**config.mk**
```make
export PLATFORM = sky130hd
export DESIGN_NAME = i2s_capture_ctrl
export DESIGN_NICKNAME = d
export VERILOG_FILES = /design/src/rtl/i2s_capture_ctrl.sv
export SDC_FILE = /design/constraint.sdc
export NUM_CORES = 1
export LEC_CHECK = 0
export CORE_UTILIZATION = 53
export CTS_CLUSTER_SIZE = 16
export DETAILED_ROUTE_END_ITERATION = 10
export GPL_ROUTABILITY_DRIVEN = 0
export PLACE_DENSITY = 0.77
export SLEW_MARGIN = 20
export SYNTH_ARGS = -nofsm -noshare
export SYNTH_HDL_FRONTEND = slang
export SYNTH_SLANG_ARGS = --single-unit
```
**constraint.sdc**
```tcl
create_clock -name clock_in -period 3.4 [get_ports clock_in]
set_clock_uncertainty 0.15 [all_clocks]
set_input_delay 0.68 -clock clock_in [delete_from_list [all_inputs] [get_ports clock_in]]
set_output_delay 0.68 -clock clock_in [all_outputs]
set_load 0.02 [all_outputs]
```
**src/rtl/i2s_capture_ctrl.sv**
```systemverilog
// I2S capture sequencer: receiver gating, mic warm-up discard, mono mix, FIFO.
// Optional CAPTURE_DROP_COUNT_EN builds the saturating dropped-sample counter.

module i2s_capture_ctrl #(
    parameter int unsigned FIFO_DEPTH     = 8,
    parameter int unsigned WARMUP_SAMPLES = 4096
) (
    input  logic        clock_in,
    input  logic        reset_n_in,
    input  logic        start_in,
    input  logic        stop_in,
    input  logic [1:0]  channel_sel_in,
    input  logic [15:0] left_sample_in,
    input  logic [15:0] right_sample_in,
    input  logic        new_sample_in,
    output logic        rx_enable_out,
    output logic [15:0] sample_out,
    output logic        sample_valid_out,
    input  logic        sample_ready_in,
    output logic        busy_out,
    output logic        overflow_out,
    output logic [7:0]  drop_count_out
);

    localparam int          AW      = $clog2(FIFO_DEPTH);
    localparam logic [AW:0] DEPTH_C = FIFO_DEPTH[AW:0];
    localparam logic [15:0] WARM_N  = WARMUP_SAMPLES[15:0];

    typedef enum logic [1:0] {
        IDLE,
        WARMUP,
        RUN,
        DRAIN
    } state_t;

    state_t      state, state_nx;
    logic [15:0] warm_cnt, warm_cnt_nx;
    logic        capture;
    logic        clear_stats;

    logic        stage_vld;
    logic [15:0] stage_data;
    logic [16:0] sum;
    logic [15:0] sel_sample;

    logic [15:0]   mem [FIFO_DEPTH];
    logic [AW-1:0] wr_ptr, rd_ptr;
    logic [AW:0]   count, count_nx;
    logic          push_ok, push_drop, pop;

    always_comb begin
        sum = {left_sample_in[15], left_sample_in}
            + {right_sample_in[15], right_sample_in};
        case (channel_sel_in)
            2'b01:   sel_sample = right_sample_in;
            2'b10:   sel_sample = sum[16:1];
            default: sel_sample = left_sample_in;
        endcase
    end

    // Space is judged on current occupancy only; a same-cycle pop frees nothing.
    assign pop       = (count != '0) && sample_ready_in;
    assign push_ok   = stage_vld && (count < DEPTH_C);
    assign push_drop = stage_vld && !(count < DEPTH_C);
    assign count_nx  = count + {{AW{1'b0}}, push_ok} - {{AW{1'b0}}, pop};

    always_comb begin
        state_nx    = state;
        warm_cnt_nx = warm_cnt;
        capture     = 1'b0;
        clear_stats = 1'b0;
        case (state)
            IDLE: begin
                if (start_in && !stop_in) begin
                    state_nx    = WARMUP;
                    warm_cnt_nx = '0;
                    clear_stats = 1'b1;
                end
            end
            WARMUP: begin
                if (stop_in) begin
                    state_nx = IDLE;
                end else if (warm_cnt == WARM_N) begin
                    state_nx = RUN;
                end else if (new_sample_in) begin
                    warm_cnt_nx = warm_cnt + 16'd1;
                    if (warm_cnt_nx == WARM_N) state_nx = RUN;
                end
            end
            RUN: begin
                if (stop_in) state_nx = DRAIN;
                else capture = new_sample_in;
            end
            DRAIN: begin
                if (count_nx == '0) state_nx = IDLE;
            end
            default: state_nx = IDLE;
        endcase
    end

    always_ff @(posedge clock_in or negedge reset_n_in) begin
        if (!reset_n_in) begin
            state      <= IDLE;
            warm_cnt   <= '0;
            stage_vld  <= 1'b0;
            stage_data <= '0;
        end else begin
            state     <= state_nx;
            warm_cnt  <= warm_cnt_nx;
            stage_vld <= capture;
            if (capture) stage_data <= sel_sample;
        end
    end

    always_ff @(posedge clock_in or negedge reset_n_in) begin
        if (!reset_n_in) begin
            wr_ptr <= '0;
            rd_ptr <= '0;
            count  <= '0;
        end else begin
            if (push_ok) wr_ptr <= wr_ptr + AW'(1);
            if (pop)     rd_ptr <= rd_ptr + AW'(1);
            count <= count_nx;
        end
    end

    always_ff @(posedge clock_in) begin
        if (push_ok) mem[wr_ptr] <= stage_data;
    end

    always_ff @(posedge clock_in or negedge reset_n_in) begin
        if (!reset_n_in)     overflow_out <= 1'b0;
        else if (clear_stats) overflow_out <= 1'b0;
        else if (push_drop)   overflow_out <= 1'b1;
    end

`ifdef CAPTURE_DROP_COUNT_EN
    logic [7:0] drop_cnt;

    always_ff @(posedge clock_in or negedge reset_n_in) begin
        if (!reset_n_in) begin
            drop_cnt <= '0;
        end else if (clear_stats) begin
            drop_cnt <= '0;
        end else if (push_drop && drop_cnt != 8'hFF) begin
            drop_cnt <= drop_cnt + 8'd1;
        end
    end

    assign drop_count_out = drop_cnt;
`else
    assign drop_count_out = '0;
`endif

    // Output gated by occupancy so reset clears it without waiting for a clock.
    assign sample_valid_out = (count != '0);
    assign sample_out       = sample_valid_out ? mem[rd_ptr] : '0;
    assign rx_enable_out    = (state == WARMUP) || (state == RUN);
    assign busy_out         = (state != IDLE);

endmodule

```
# After elaboration in Yosys (flattened, before gate mapping)

Memory sizes are Yosys's and may differ from the RTL's.
Index checks and enable logic that the tools add are counted.

Logic and storage cells: 69
Flip-flop bits (word level): 46
Input port bits: 40
Output and inout port bits: 28
Bits in latches: 0
Memories: 1
Bits in read-only memories: 0
RAM bits: 128

Multiplexer cells: 23
Bitwise gates (word level): 0
Reductions and logical operators: 15
Equality and inequality tests: 15
Shift-type cells: 0
$mul: 0
Order comparisons: 1
Divide/modulo/power cells: 0
$add $sub $neg: 6

Memories:

| name | words | bits a word | rd ports | clocked after Yosys merged registers in | wr ports | line | text |
|---|---|---|---|---|---|---|---|
| mem  | 8     | 16          | 1        | 0                                       | 1        | 46   | `logic [15:0] mem [FIFO_DEPTH];` |

Operators with widths:

| cell                    | number |
|---|---|
| $mux W16                | 5 |
| $pmux W16 S2            | 2 |
| $eq A16 B13 Y1 const B  | 2 |
| $add A16 B16 Y17        | 1 |
| $add A16 B1 Y16 const B | 1 |
| $mux W2                 | 7 |
| $ne A2 B2 Y1 const B    | 6 |
| $reduce_and A5 Y1       | 2 |
| $mux W1                 | 8 |
| $ne A4 B4 Y1 const B    | 2 |
| $pmux W2 S4             | 1 |
| $add A3 B1 Y3 const B   | 2 |
| $eq A2 B2 Y1 const B    | 3 |
| $reduce_bool A2 Y1      | 3 |
| $add A4 B1 Y4           | 1 |
| $eq A2 B1 Y1 const B    | 2 |
| $logic_and A1 B1 Y1     | 4 |
| $logic_not A4 Y1        | 1 |
| $lt A4 B4 Y1 const B    | 1 |
| $reduce_bool A4 Y1      | 1 |
| $sub A4 B1 Y4           | 1 |
| $logic_not A1 Y1        | 2 |
| $logic_not A2 Y1        | 1 |
| $logic_or A1 B1 Y1      | 1 |

# Logic depth before layout (Yosys ltp)

Depth in word-level cells: 7
Mapped depth: 19
Depth with buffers taken out: 17

# Least setup slack after synthesis

No wires, ideal clock.

Path type: register -> register
From: register count[3]
To: register (tool-made name)
Arrival time: 3358 ps
Path slack: -235 ps
Cell stages (with the launch flop): 20
Buffers on the path: 2
Data required time: 3123 ps
Clock period less this slack: 3635 ps
Library setup time: 127 ps
Cell sequence: dfrtp_1 > inv_1 > ha_1 > and2_1 > clkbuf_1 > inv_1 > and2_1 > clkbuf_1 > ha_1 > inv_1 > ha_1 > inv_1 > fa_1 > inv_1 > or3_1 > a221o_1 > a21oi_1 > nand2_1 > nor2_1 > a211oi_2

RTL lines:

| what                   | line | text |
|---|---|---|
| start, declared        | 48   | `logic [AW:0] count, count_nx;` |
| start signal, assigned | 123  | `count <= count_nx;` |

==> results.toml <==
[cts]
cts_hold_buffers = 0
tritoncts = "done"
cts_buffer_depth = 2
cts_sinks = 174
cts-root-buf = "clkbuf_16"
cts_made_buffers = 17
h-tree-depth = 4
path_clk_slew_ps = 60
insertion_delay_ps = 420

[global_route]
use_met3_pct = 4.346
grt_overflow = 0
grt_pass1_wl_mm = 28.76
first_global_vias = 5727
grt-busiest-layer = "met2"
antenna_found_initial = 0
use_met2_pct = 38.57
grt_usage_pct = 22.80
grt_util_met1_pct = 29.42
grt_max_degree = 47

[drt]
wl_mm = 18.04
vias = 5761
dr.pass1.iters = 5
ant_nets = 0
drc = 0
wl_per_cell_um = 18.75
vias_per_cell = 5.989
drt_iter0_drc = 516

[synth]
ys_seq_area_share_pct = 57.60
yosys_warnings = 0
synth_edf_count = 128
syn_area_mm2 = 0.008671
syn_inst = 664
avgSynthCellArea_um2 = 13.06
synth_flop_cell = "edfxtp_1"
yosysUniqueCellTypes = 67
ys_async_sr_fraction_pct = 26.44
ys_ff_latch = 174

[setup_path]
end_kind = "register"
criticalPathCategory = "register to register"
cp.arrival_ps = 3450
critPathMaxFanout = 2
critical_path_required_ps = 3590
worstSetupStartpointType = "register"

[timing]
setup_violations = 0
setup_ws_ps = 139.7
finalSetupTns_ps = 0
hold_violations = 0
final_max_slew_viol_count = 0
slew_headroom_pct = 53.23
rsz0062_at_grt = "false"
timing.fmax_ghz = 0.3067
tightest_slew_ps = 701.6
period_minus_slack_ps = 3260
finalCritPeriodShare_pct = 95.89

[placed_design]
io_buffers = 59
dp_hpwl_mm = 12.16
dp_slack_ps = -241.4
dp.cells = 927

[finish]
layout_commonest_cell = "edfxtp_1"
layoutNonFillerInstCount = 962
layout_common_cells = "edfxtp_1 (128), clkdlybuf4s50_1 (58), nand2_1 (46)"
finalNetCount = 806
utilization_pct = 63.73
diodes = 0
area_delta_synth_final_pct = 17.19
final_layout_size_suffix_gt1_share_pct = 15.15

[power]
peakVddDrop_uv = 416.6
p_leak_nw = 3.748
powerDensity_mw_per_mm2 = 715.8

[run_status]
status = "finished, final reports clean"

[worst_hold_path]
worstHoldPathType = "primary input to asynchronous set/reset pin"

[die]
die_y_um = 129.9
start_util_pct = 54.39
rows = 46
die_area_mm2 = 0.01688
die_w_um = 129.9
pin_count = 68
core_area_mm2 = 0.01594

[job]
max-cap-violations = 0
[layout make-up]
cell class / instances / area [um^2]
Timing Repair Buffer: 87 / 823.3
Clock inverter: 14 / 135.1
Inverter: 25 / 98.84
Clock buffer: 18 / 429.2
Multi-Input combinational cell: 428 / 3405
Sequential cell: 174 / 5000
Tap cell: 216 / 270.3
Fill cell: 1150 / 5782
[registers in the layout, summed over array words and instances, names as in the netlist, named ones only]
name	flops
count	4
mem	128
overflow_out	1
rd_ptr	3
stage_data	16
stage_vld	1
state	1
warm_cnt	16
wr_ptr	3
[path summary, 6_finish.rpt]
check	from	to	slack, ps	depth (start not counted)
max	count[2]	register	140	16
min	reset_n_in	count[0]	100	1
max reg2reg	count[2]	register	140	16
min reg2reg	wr_ptr[0]	wr_ptr[0]	390	1
max in group asynchronous	reset_n_in	rd_ptr[0]	2550	1
min in group clock_in	wr_ptr[0]	wr_ptr[0]	390	1
[metal layers]
layer	up-vias	share of wire [%]
met5	-	0
met3	29	5.7
met4	0	1.5
met2	233	51
li1	2667	-
met1	2832	42
[Yosys cell counts, types with 3 or more instances]
cell      instances  share of area, %
and2_1            7              0.51
edfxtp_1        128                44
o221ai_1          3              0.30
nor2_1           43               1.9
nor3_1           14              0.81
a21oi_1          35               2.0
ha_1             31               4.5
a22o_1            6              0.61
xnor2_1          10               1.0
nand3_1          15              0.87
o21bai_1          5              0.43
o21ai_0          35               2.0
nor4b_1           3              0.30
o22ai_1           6              0.43
a221oi_1          8              0.81
clkbuf_1         20              0.87
buf_2             5              0.29
inv_1            24               1.0
mux4_2           32               8.3
nand4_1           7              0.51
dfrtp_1          46                13
a221o_1           4              0.46
mux2i_1          21               2.4
mux2_2            3              0.39
or3_1             4              0.29
a21o_1            8              0.69
nand2_1          47               2.0
o21ai_1           7              0.40
buf_4            15               1.3
nor4_1            5              0.36
nand2b_1         10              0.72
xor2_1            9              0.91
a211oi_1          3              0.26
[worst max-delay path, cell delays in order, from the launching register on]
cell	delay, ps
dfrtp_1	370
inv_1	80
ha_1	140
and2_4	160
inv_6	30
and2_4	150
ha_4	200
inv_1	50
ha_2	160
inv_1	50
fa_1	480
inv_1	50
or3_1	370
a221o_1	310
a21oi_2	140
nand2_2	80
a211oi_2	200
[logic make-up after synthesis]
| kind of cell | synth area share [%] |
|---|---|
| flops | 57.60 |
| simple gates | 9.408 |
| compound gates | 11.08 |
| buf+inv | 3.882 |
| mux | 11.13 |
| fa+ha+maj | 4.935 |
| xor+xnor | 1.919 |
| other cells | 0.04325 |
[stage by stage]
| step | hold WS (ps) | total power [W] | cell area [um^2] |
|---|---|---|---|
| floorplan | 234.4 | 0.004596 | 8743 |
| global placement | 350.1 | 0.005332 | 9560 |
| detailed placement | 359.9 | 0.005434 | 9560 |
| CTS | 305.2 | 0.007297 | 10140 |
| global route | 149.3 | 0.007635 | 10160 |
| finish | 103.9 | 0.007273 | 10160 |
[what timing repair did]
action	CTS	global route
resized for setup	1	5
pin swaps	0	1
endpoints found under the hold margin	0	0
endpoints found under the setup margin	9	2
setup buffers	2	1
[report_power, final]
group | total [W] | internal [W] | switching (W)
combinational | 0.00252 | 0.00125 | 0.00126
sequential | 0.00292 | 0.00256 | 0.000359
clock | 0.00183 | 0.00102 | 0.000812
(Power assumes the default switching activity.)
==> variant 1, RTL diff (same settings) <==
The parameter `WARMUP_SAMPLES` goes from 4096 to 2048.
--- a/src/rtl/i2s_capture_ctrl.sv
+++ b/src/rtl/i2s_capture_ctrl.sv
@@ -3,7 +3,7 @@
 
 module i2s_capture_ctrl #(
     parameter int unsigned FIFO_DEPTH     = 8,
-    parameter int unsigned WARMUP_SAMPLES = 4096
+    parameter int unsigned WARMUP_SAMPLES = 2048
 ) (
     input  logic        clock_in,
     input  logic        reset_n_in,
Behaviour: no difference found for any inputs over 10 cycles, from zero or initial values and one cycle with reset_n_in low; that may be too few to reach the edited logic, so the function may still have changed.
==> variant 1 against the unedited design <==
Clock power increased by 5%; final area increased by 0.39%; area after synthesis decreased by 1.2%; routed wire length increased by 6.5%; sequential cell count unchanged; setup slack got worse by 0.043 ns; sequential share of layout area decreased by 0.22 points; power increased by 8.1%.
==> variant 1: results <==
export IMPL_rrSetupSlack_ns=0.1
export IMPL_status="finished clean"
export IMPL_power_leakage_nw=3.853
export IMPL_regToRegStartpoint="count[3]$_DFF_PN0_"
export IMPL_cts_root_buf="clkbuf_16"
export IMPL_synth_distinct_cells=63
export IMPL_whs_ns=0.1065
export IMPL_yosysWarnings=0
export IMPL_cts_buffers_inserted=17
export IMPL_vias=5691
export IMPL_clk_latency_ns=0.43
export IMPL_min_path_type="in -> async"
export IMPL_critPathMaxFanout=3
export IMPL_avgSynthCellArea_um2=13.03
export IMPL_synth_edf_count=128
export IMPL_peakVddDrop_mv=0.4842
export IMPL_arrival_ns=3.46
export IMPL_dp_slack_ns=-0.2882
export IMPL_drive_gt1_share_pct=16.24
export IMPL_instances_no_fill=961
export IMPL_grt_max_degree=47
export IMPL_grt_pass1_wl_um=30450
export IMPL_wire_per_inst_um=19.99
export IMPL_antenna_found_initial=0
export IMPL_grt_use_total_pct=24.88
export IMPL_dr_pass1_iters=5
export IMPL_dp_cells=928
export IMPL_synthTopCellsByCount="edfxtp_1 (128), nand2_1 (57), dfrtp_1 (46), nor2_1 (43), o21ai_0 (43)"
export IMPL_reg2reg_depth=15
export IMPL_yosys_most_used_dff="edfxtp_1"
export IMPL_drt_iter0_markers=476
export IMPL_reg_largest_list="mem (128), stage_data (16), warm_cnt (16)"
export IMPL_synth_area_leaders="edfxtp_1 (45%), dfrtp_1 (13%), mux4_2 (8.4%)"
export IMPL_worstMarginPinSlew_ns=0.6621
export IMPL_ys_seq_area_share_pct=58.28
export IMPL_dp_hpwl_um=12130
[variant 1: cell count changes after synthesis, sizes merged, moves of 4 or more]
cell / unedited run / this run
a21oi: 35 / 19
nand2: 48 / 57
a31oi: 0 / 8
or3: 4 / 11
buf: 24 / 18
nand2b: 10 / 4
nand3: 16 / 11
o22ai: 6 / 1
and3: 1 / 5
[variant 1: critical path, cell delays in order (launching register included)]
cell and delay (ns):
dfrtp_1 0.41, inv_1 0.08, ha_2 0.15, and2_4 0.13, inv_2 0.03, and2_4 0.16
ha_4 0.24, inv_4 0.05, ha_4 0.12, inv_2 0.04, fa_1 0.53, inv_2 0.05
o41ai_2 0.31, nand3_1 0.17, nor3_2 0.24, mux2_4 0.32
[variant 1: kinds of logic (layout without fill, tap and decap cells)]
| group | count (synthesis) | count (layout) | synth area share (%) |
|---|---|---|---|
| AO/OA/AOI/OAI | 130 | 130 | 9.971 |
| XOR/XNOR | 18 | 18 | 1.839 |
| adder cells (fa/ha/maj) | 33 | 33 | 4.993 |
| buffers and inverters | 66 | 146 | 3.328 |
| flip-flops | 174 | 174 | 58.28 |
| multiplexers | 54 | 54 | 11.02 |
| other | 1 | 8 | 0.04375 |
| AND/OR/NAND/NOR | 182 | 182 | 10.53 |
[variant 1: through the flow]
stage	setup TNS [ns]	cell area (um^2)
detailed placement	-0.5388	9515
finish	0	10200
CTS	0	10140
floorplan	0	8602
global route	-0.02598	10200
global placement	-0.1897	9515
[variant 1: how the worst max path moves through the flow]
stage	startpoint	to	depth (start not counted)
after floorplan	count[3]$_DFF_PN0_	flop	17
after global placement	sample_ready_in	flop	12
after detailed placement	sample_ready_in	flop	12
after CTS	rd_ptr[0]$_DFFE_PN0P_	sample_out[13]	5
after global routing	count[3]$_DFF_PN0_	flop	15
final	count[3]$_DFF_PN0_	flop	15
[variant 1: area by class of cell]
class	count	area, um^2
clock buffers	18	429.2
clock inverters	13	157.7
fillers	1148	5627
inverters	25	96.34
multi-input cells	425	3374
flip-flops and latches	174	4997
well taps	216	270.3
repair buffers	90	875.8
[variant 1: power by group]
group | total, mW | switching (mW) | internal [mW]
registers | 3.16 | 0.442 | 2.72
clock network | 1.93 | 0.836 | 1.10
logic | 2.77 | 1.42 | 1.35
total | 7.86 | 2.69 | 5.17
[variant 1: what timing repair did]
item                                    CTS  global route
cloned                                    1             0
setup buffers                             0             1
hold endpoints to repair                  0             0
gates resized for setup                   2            14
hold buffers                              0             0
endpoints found under the setup margin    2             3
pin swaps                                 1             5
[variant 1: metal layers]
layer,track usage [%],vias up,routed length (um)
met5,0,-,0
met4,10.31,0,350
met3,4.377,26,883
met2,42.69,165,9912
met1,31.33,2857,8061
li1,-,2643,-
==> variant 2, RTL diff (config.mk and constraints unchanged) <==
Made on the original files. The 4 states of `state_t` get a one-hot encoding in 4 bits.
--- a/src/rtl/i2s_capture_ctrl.sv
+++ b/src/rtl/i2s_capture_ctrl.sv
@@ -26,11 +26,11 @@
     localparam logic [AW:0] DEPTH_C = FIFO_DEPTH[AW:0];
     localparam logic [15:0] WARM_N  = WARMUP_SAMPLES[15:0];
 
-    typedef enum logic [1:0] {
-        IDLE,
-        WARMUP,
-        RUN,
-        DRAIN
+    typedef enum logic [3:0] {
+        IDLE   = 4'b0001,
+        WARMUP = 4'b0010,
+        RUN    = 4'b0100,
+        DRAIN  = 4'b1000
     } state_t;
 
     state_t      state, state_nx;
Check against the original RTL: no difference found for any inputs over 10 cycles, from zero or initial values and one cycle with reset_n_in low; not proved beyond that.
==> variant 2 against the unedited design <==
Die area decreased by 0.27%; first-iteration DRC count shrank 5.0%; area after synthesis fell by 0.27%; power decreased by 3.0%; hold slack got worse by 0.051 ns; synthesized cell count fell by 1.7%; fmax grew 0.57%; final area fell by 0.62%; routed wire length rose by 0.13%; non-clock buffer count down 8; sequential cell count up 2; sequential power about the same; core utilization is 0.16 points lower; setup slack better by 0.018 ns; largest cell class unchanged; highest routed layer unchanged.
==> variant 2: results <==
export IMPL_met1_usage_pct=29.94
export IMPL_grt_use_met3_pct=4.141
export IMPL_synthTopCellsByCount="edfxtp_1 (128), dfrtp_1 (47), o21ai_0 (47), nand2_1 (42), nor2_1 (40)"
export IMPL_drive_gt1_share_pct=15.70
export IMPL_p_int_mw=4.882
export IMPL_drt_iter0_markers=490
export IMPL_power_leakage_nw=3.701
export IMPL_synth_fa_ha_area_share_pct=4.225
export IMPL_cp_slowest_cell="clkdlybuf4s50_1"
export IMPL_synth_compound_area_share_pct=10.74
export IMPL_arrival_ns=2.41
export IMPL_muxShareOfSynthArea_pct=10.68
export IMPL_synth_distinct_cells=66
export IMPL_syn_inst=653
export IMPL_cpPeakStageDelay_ns=0.54
export IMPL_synth_area_leaders="edfxtp_1 (44%), dfrtp_1 (14%), mux4_2 (8.3%)"
export IMPL_grt_use_total_pct=23.32
export IMPL_crit_family="multiplexers"
export IMPL_vias=5667
export IMPL_p_comb_share_pct=29.9
export IMPL_relSlewSlack_pct=38.89
export IMPL_synth_top_area_share_pct=44.45
export IMPL_wl_met2_um=9148
export IMPL_ys_seq_area_share_pct=58.36
export IMPL_peakVddDrop_mv=0.4182
export IMPL_use_met2_pct=38.82
export IMPL_nets=781
export IMPL_pg_clk_mw=2.03
export IMPL_grt_pass1_wl_um=29150
export IMPL_pg_comb_mw=2.11
export IMPL_antenna_found_initial=0
export IMPL_status="finished clean"
export IMPL_dpl_instance_area_mm2=0.009474
export IMPL_synth_async_reset_ratio_pct=27.27
export IMPL_dp_cells=910
export IMPL_wl_met3_um=919
export IMPL_instances_no_fill=942
export IMPL_cts_root_buf="clkbuf_16"
export IMPL_grt_max_degree=35
export IMPL_grt_pass1_vias=5630
export IMPL_cts_resized=0
export IMPL_critPathMaxFanout=22
export IMPL_post_cts_buffers=0
export IMPL_synthXorXnorAreaFrac_pct=2.026
export IMPL_wl_um=18060
export IMPL_wl_met1_um=7550
variant 2: changes by cell type in the layout (fill, tap and decap cells not counted), sizes merged, moves of 6 or more:
cell and change:
a21oi -15, a22o -6, a31oi +6, buf -8, nand2 -6, nor2b +6, o21ai +16, o31ai +8
variant 2: final timing paths:
| check | to | startpoint | depth (start not counted) | slack (ns) |
|---|---|---|---|---|
| hold / removal | warm_cnt[3]$_DFFE_PN0P_ | reset_n_in | 1 | 0.05 |
| min in group clock_in | wr_ptr[0]$_DFFE_PN0P_ | wr_ptr[0]$_DFFE_PN0P_ | 1 | 0.39 |
| max in group asynchronous | warm_cnt[10]$_DFFE_PN0P_ | reset_n_in | 2 | 2.28 |
| setup / recovery | sample_out[15] | rd_ptr[0]$_DFFE_PN0P_ | 5 | 0.16 |
| hold reg to reg | wr_ptr[0]$_DFFE_PN0P_ | wr_ptr[0]$_DFFE_PN0P_ | 1 | 0.39 |
| setup reg to reg | state[0]$_DFFE_PN1P_ | count[3]$_DFF_PN0_ | 13 | 0.42 |
variant 2: area by class of cell:
type / instances / area (um^2)
fillers: 1185 / 5787
flip-flops and latches: 176 / 5047
multi-input cells: 419 / 3333
repair buffers: 79 / 748.2
clock buffers: 18 / 429.2
well taps: 216 / 270.3
clock inverters: 14 / 195.2
inverters: 20 / 75.07
variant 2: metrics by stage:
| step | hold slack, ns | setup WS [ns] |
|---|---|---|
| after global placement | 0.3513 | 0.1454 |
| after global routing | 0.08292 | 0.009114 |
| after CTS | 0.04745 | 0.09492 |
| after floorplan | 0.2344 | 0.2757 |
| final | 0.05275 | 0.1581 |
| after detailed placement | 0.3777 | 0.05002 |
